## config.mk

```make
export PLATFORM = sky130hd
export DESIGN_NAME = gray_unwrap_multi
export DESIGN_NICKNAME = d
export VERILOG_FILES = /design/src/rtl/gray_unwrap_multi.sv
export SDC_FILE = /design/constraint.sdc
export NUM_CORES = 1
export LEC_CHECK = 0
export BUFFER_PORTS_ARGS = -buffer_cell sky130_fd_sc_hd__buf_4
export CORE_UTILIZATION = 59
export CTS_CLUSTER_DIAMETER = 60
export DETAILED_ROUTE_END_ITERATION = 6
export PLACE_DENSITY = 0.86
export SLEW_MARGIN = 10
export SYNTH_ARGS = -nofsm -noshare
export SYNTH_HDL_FRONTEND = slang
export SYNTH_SLANG_ARGS = --single-unit
```

## constraint.sdc

```tcl
create_clock -name CLK_24M -period 5.9 [get_ports CLK_24M]
set_input_delay 0.295 -clock CLK_24M [delete_from_list [all_inputs] [get_ports CLK_24M]]
set_output_delay 0.295 -clock CLK_24M [all_outputs]
set_load 0.05 [all_outputs]
```

## src/rtl/gray_unwrap_multi.sv

```systemverilog
// gray_unwrap_multi
//
// Unwraps several free-running Gray-coded counters (ring-oscillator or VCO
// phase counters sampled in the CLK_24M domain) into monotonic extended
// binary counts. Each channel decodes its GRAY_W-bit Gray sample to binary and
// keeps an EXT_W-bit signed-wrap extension above it. Wraps are found by
// comparing the top two binary bits (the quadrant) of the new sample against
// the stored previous sample:
//   q 3 -> 0 : forward wrap, extension + 1
//   q 0 -> 3 : backward wrap, extension - 1 (only when BIDIR != 0)
//   q differs by 2 : a quadrant was skipped, so the wrap direction is
//                    unknowable; flag jump_err and leave the extension alone.
// The first sample after reset or clear only primes the channel. Before
// priming there is no trustworthy previous value to compare against.
//
// Handshake: there is no back-pressure. sample_valid qualifies the gray bus for
// exactly the cycle it is high. out_valid pulses one cycle after every
// accepted sample, on the same cycle that bin_extended and the wrap pulses
// reflect that sample. A cycle with clear=1 accepts no sample.
//
// Ports:
//   CLK_24M       system clock, rising edge
//   reset         asynchronous active-low reset
//   clear         synchronous clear of all channel state, wins over sample_valid
//   sample_valid  gray holds a new sample for every channel this cycle
//   gray          channel c Gray sample at [c*GRAY_W +: GRAY_W]
//   bin_extended  channel c {extension, binary} at [c*(GRAY_W+EXT_W) +: ...]
//   out_valid     one-cycle pulse: bin_extended updated
//   wrap_up       per-channel one-cycle pulse: forward wrap applied
//   wrap_dn       per-channel one-cycle pulse: backward wrap applied
//   overflow      per-channel sticky: extension wrapped modulo 2^EXT_W
//   jump_err      per-channel sticky: quadrant skip seen
//
// GRAY_W must be at least 3 so that a quadrant spans more than one code.

module gray_unwrap_multi #(
  parameter int CHANNELS = 4,
  parameter int GRAY_W   = 6,
  parameter int EXT_W    = 6,
  parameter int BIDIR    = 1
) (
  input  logic                                CLK_24M,
  input  logic                                reset,
  input  logic                                clear,
  input  logic                                sample_valid,
  input  logic [CHANNELS*GRAY_W-1:0]          gray,
  output logic [CHANNELS*(GRAY_W+EXT_W)-1:0]  bin_extended,
  output logic                                out_valid,
  output logic [CHANNELS-1:0]                 wrap_up,
  output logic [CHANNELS-1:0]                 wrap_dn,
  output logic [CHANNELS-1:0]                 overflow,
  output logic [CHANNELS-1:0]                 jump_err
);

  localparam int OUT_W = GRAY_W + EXT_W;

  // Shared for all channels: every channel samples on the same cycle.
  logic take;
  assign take = sample_valid && !clear;

  always_ff @(posedge CLK_24M or negedge reset) begin
    if (!reset) begin
      out_valid <= 1'b0;
    end else begin
      out_valid <= take;
    end
  end

  for (genvar c = 0; c < CHANNELS; c++) begin : g_ch
    logic [GRAY_W-1:0] g_now;
    logic [GRAY_W-1:0] b_now;
    logic [GRAY_W-1:0] bin_q;
    logic [EXT_W-1:0]  ext_q;
    logic              primed_q;
    logic              up_q;
    logic              dn_q;
    logic              ovf_q;
    logic              jerr_q;
    logic [1:0]        q_now;
    logic [1:0]        q_prev;
    logic              is_up;
    logic              is_dn;
    logic              is_jump;

    assign g_now = gray[c*GRAY_W +: GRAY_W];

    // Binary bit i is the XOR of all Gray bits from i upward.
    always_comb begin
      b_now = '0;
      for (int i = 0; i < GRAY_W; i++) begin
        b_now[i] = ^(g_now >> i);
      end
    end

    assign q_now  = b_now[GRAY_W-1 -: 2];
    assign q_prev = bin_q[GRAY_W-1 -: 2];

    always_comb begin
      is_up   = primed_q && (q_prev == 2'b11) && (q_now == 2'b00);
      is_dn   = (BIDIR != 0) && primed_q && (q_prev == 2'b00) && (q_now == 2'b11);
      // A quadrant distance of two shows up as XOR 2'b10 (0<->2, 1<->3).
      is_jump = primed_q && ((q_prev ^ q_now) == 2'b10);
    end

    always_ff @(posedge CLK_24M or negedge reset) begin
      if (!reset) begin
        bin_q    <= '0;
        ext_q    <= '0;
        primed_q <= 1'b0;
        up_q     <= 1'b0;
        dn_q     <= 1'b0;
        ovf_q    <= 1'b0;
        jerr_q   <= 1'b0;
      end else if (clear) begin
        bin_q    <= '0;
        ext_q    <= '0;
        primed_q <= 1'b0;
        up_q     <= 1'b0;
        dn_q     <= 1'b0;
        ovf_q    <= 1'b0;
        jerr_q   <= 1'b0;
      end else if (sample_valid) begin
        // The binary is always stored, even on a skip, so tracking resumes
        // from the latest position.
        bin_q    <= b_now;
        primed_q <= 1'b1;
        up_q     <= is_up;
        dn_q     <= is_dn;
        if (is_up) begin
          ext_q <= ext_q + 1'b1;
          if (ext_q == '1) begin
            ovf_q <= 1'b1;
          end
        end else if (is_dn) begin
          ext_q <= ext_q - 1'b1;
          if (ext_q == '0) begin
            ovf_q <= 1'b1;
          end
        end
        if (is_jump) begin
          jerr_q <= 1'b1;
        end
      end else begin
        // Between samples the count holds and the wrap pulses drop.
        up_q <= 1'b0;
        dn_q <= 1'b0;
      end
    end

    // The stored extension and binary are the registered output.
    assign bin_extended[c*OUT_W +: OUT_W] = {ext_q, bin_q};
    assign wrap_up[c]  = up_q;
    assign wrap_dn[c]  = dn_q;
    assign overflow[c] = ovf_q;
    assign jump_err[c] = jerr_q;
  end

endmodule

```

After elaboration in Yosys (flattened, before gate mapping)
Cells that the tools add are included.

Output and inout port bits: 65. Word-level logic and storage cells: 219. Bits in registers: 66.

Mux-type cells: 78. Add/sub/neg operators: 8. Reduce and logical (&&, ||, !) cells: 83. Eq/ne operators: 20. Bitwise logic cells: 4.

Operators with widths (number): 6-bit 2-to-1 mux (24); 6-bit XOR reduction (24); 1-bit 2-to-1 mux (54); 6-bit by 1-bit adder with 6-bit output, second input constant (4); 2-bit equality test, second input constant (12); 6-bit equality test, second input constant (4); 6-bit zero test (4); 3-bit nonzero test (8); 6-bit by 1-bit subtractor with 6-bit output, second input constant (4); 1-bit logical AND (21); 2-bit zero test (8); 2-bit AND reduction (8); 4-bit AND reduction (4); 3-bit by 2-bit inequality test with 1-bit output, second input constant (4); 2-bit nonzero test (5); 2-bit bitwise XOR (4); 1-bit zero test (1).

Depth between registers and ports, before layout
Word-level depth: 7. Mapped depth: 10. Gate-level depth less buffers: 10.

Worst setup path after synthesis
No wires, ideal clock.

Kind: flip-flop to flip-flop. Start: register g_ch[3].bin_q[4]. End: register g_ch[3].ext_q[5]. Period minus slack after synthesis: 2608 ps. Buffers on the path: 0. Slack: 3292 ps. Stages on the path, launching flop included: 8. Data arrival time: 2484 ps. Cell sequence: dfrtp_1 > nand4_1 > ha_1 > a211oi_1 > o21bai_1 > a21oi_1 > mux2i_1 > mux2_2.

Word-level cells in the longest chain between the ends: 6.

Ends and longest elaborated chain: start, declared (line 72) `logic [GRAY_W-1:0] bin_q;`; start signal, assigned (line 125) `bin_q <= b_now;`; 2-bit equality test (line 99) `is_up = primed_q && (q_prev == 2'b11) && (q_now == 2'b00);`; 1-bit logical AND (2 in series) (line 99); 6-bit 2-to-1 mux (line 129) `if (is_up) begin`; 6-bit 2-to-1 mux (line 122) `end else if (sample_valid) begin`; 6-bit 2-to-1 mux (line 114) `end else if (clear) begin`; end signal, assigned (line 130) `ext_q <= ext_q + 1'b1;`; end signal, assigned (line 135) `ext_q <= ext_q - 1'b1;`; end, declared (line 73) `logic [EXT_W-1:0] ext_q;`.

Several ways; a longest one is shown, not always the timed one. The select of a mux whose other input is x is not followed. A chain may end at the register's enable or synchronous reset.

==> reports/qor.csv <==
metric;value;unit
num_vias;3216;
wl_per_cell;15.77;um
final_common_cell;buf_4;
synth_cell_types;30;
status;finished, final reports clean;
synth_ff_type;dfrtp_1;
n_fill_cell;510;
n_antenna_cell;0;
endpoint_kind;flop;
chipWidth;85.43;um
clock_latency;0.35;ns
design_area;4920;um^2
dpl-instance-area;4735;um^2
fin_crit_sh;44.41;%
cp_data_required_time;6.14;ns
hold_buffers;0;
grt_pass1_wl;14.68;mm
cts_tree;built;
dpl.hpwl;6.342;mm
fp.coreArea;6756;um^2
cts_setup_buffers;0;
setup-tns-final;0;ns
synth_edf_count;0;
ant_nets;0;
max_cap_viol_count;0;
finalSetupViolations;0;
ys_seq_area_share;40.22;%
drt-initial-drc-count;164;
tightest_slew;0.8149;ns
wirelength;8.941;mm
pin_count;93;
ys_seq_elements;66;
cts_made_buffers;9;
numClockSinks;66;
crit_type;reg -> reg;
grt_max_degree;67;
crit_chain;nand4_1 -> ha_1 -> a211oi_1 -> o21bai_1 -> a21oi_1 -> mux2i_1 -> mux2_1;
cts_max_level;3;
syn_avg_cell_area;10.14;um^2
dr.pass1.iters;5;
yosysWarnings;0;
crit_fanout;9;
synthArstFlopShare;100.0;%
grt_pass1_vias;3137;
clkTransAtPathRegs;0.08;ns
relSlewSlack;45.68;%
finalNetCount;539;
syn_to_final_growth;19.81;%
die_y;85.43;um
hp-class;in -> async;
netlist_area;4106;um^2
grt_usage;25.82;%
rsz0062_at_grt;false;
cp_slowest_cell;dfrtp_1;
grt_overflow_total;0;
drc;0;
via_per_inst;5.672;
routabilityCongestion;0.8786;
hold_slack;0.03737;ns
p_per_area;239.7;nW/um^2
synth_nets;461;
cp.arrival;2.86;ns
cts_resized;0;
rows;30;
ir_drop;0.1514;mV
clk_path_buf_depth;2;
slowest_delay;0.50;ns
initial_core_util;60.78;%
start_kind;flop;
numPortBuffers;92;
max_freq;0.3816;GHz
die_area;7297;um^2
drive_above_1_share;24.23;%
power.leakage;2.511;nW
hold_viol;0;
fin_worst_skew;0.01330;ns
synth_cells;405;
cts-root-buf;clkbuf_8;
min_period;2.620;ns
p_total;1.179;mW
antenna_found_initial;0;
finalMaxSlewViolations;0;
layout_common_cells;92 x buf_4, 66 x dfrtp_1, 54 x nor2_1;
## routing by layer
metal	up-vias	routed length [um]	GRT usage (%)
li1	1519	-	-
met1	1576	3876	32.89
met2	100	4385	42.11
met3	21	466	5.739
met4	0	213	11.82
met5	-	0	0
## final timing paths
path	depth (start not counted)	from	slack [ns]	end
max reg2reg	7	g_ch[3].primed_q	3.28	g_ch[1].ext_q[5]
max	7	g_ch[3].primed_q	3.28	g_ch[1].ext_q[5]
min in group CLK_24M	3	gray[11]	0.24	g_ch[1].bin_q[5]
max in group asynchronous	1	reset	5.33	g_ch[0].ext_q[5]
min reg2reg	2	g_ch[1].ovf_q	0.51	g_ch[1].ovf_q
min	1	reset	0.04	g_ch[1].ext_q[1]
## kinds of logic after synthesis
kind of cell / count (synthesis) / share of synthesized area [%]
AND/OR/NAND/NOR: 97 / 10.88
flip-flops: 66 / 40.22
AO/OA/AOI/OAI: 64 / 11.58
buffers and inverters: 58 / 6.977
XOR/XNOR: 52 / 11.09
multiplexers: 40 / 9.994
adder cells (fa/ha/maj): 28 / 9.263
## report_power, final
part | switching [mW] | internal [mW]
logic | 0.186 | 0.118
registers | 0.0234 | 0.476
clock network | 0.173 | 0.204
## cell type report
type / count / area [um^2] / area share, %
Timing Repair Buffer: 92 / 690.7 / 14.04
Clock buffer: 12 / 145.1 / 2.950
Tap cell: 80 / 100.1 / 2.035
Multi-Input combinational cell: 281 / 2168 / 44.07
Sequential cell: 66 / 1652 / 33.57
Clock inverter: 3 / 40.04 / 0.8138
Inverter: 33 / 123.9 / 2.518
## stage by stage
stage | setup slack, ns | util (%) | std cells
after floorplan | 3.292 | - | 405
after global placement | 3.296 | 70.07 | 552
after detailed placement | 3.205 | 70.07 | 552
after CTS | 3.252 | 72.81 | 567
after global routing | 3.088 | 72.81 | 567
final | 3.280 | 72.81 | 567
## synth_stat cells (all sizes together), types with 12 or more instances
| library cell | count | share of area [%] |
|---|---|---|
| a21oi | 24 | 4.0 |
| a22o | 12 | 2.6 |
| buf | 22 | 3.7 |
| dfrtp | 66 | 40 |
| ha | 24 | 7.3 |
| inv | 33 | 3.0 |
| mux2i | 32 | 7.8 |
| nand2 | 14 | 1.3 |
| nor2 | 54 | 4.9 |
| xnor2 | 48 | 10 |
## state kept, by name, indices dropped and copies added (netlist names)
name and cells:
g_ch.ext_q 24, g_ch.bin_q 24, g_ch.jerr_q 4, g_ch.dn_q 4, g_ch.primed_q 1, g_ch.up_q 4, out_valid 1, g_ch.ovf_q 4
## critical path, delay by kind of cell, from the launching register on
kind,cells,cell delay [ns]
AO/OA/AOI/OAI,3,0.61
multiplexers,2,0.57
flip-flops,1,0.50
adder cells (fa/ha/maj),1,0.45
AND/OR/NAND/NOR,1,0.39
No activity file was read; power rests on OpenSTA's default activity.
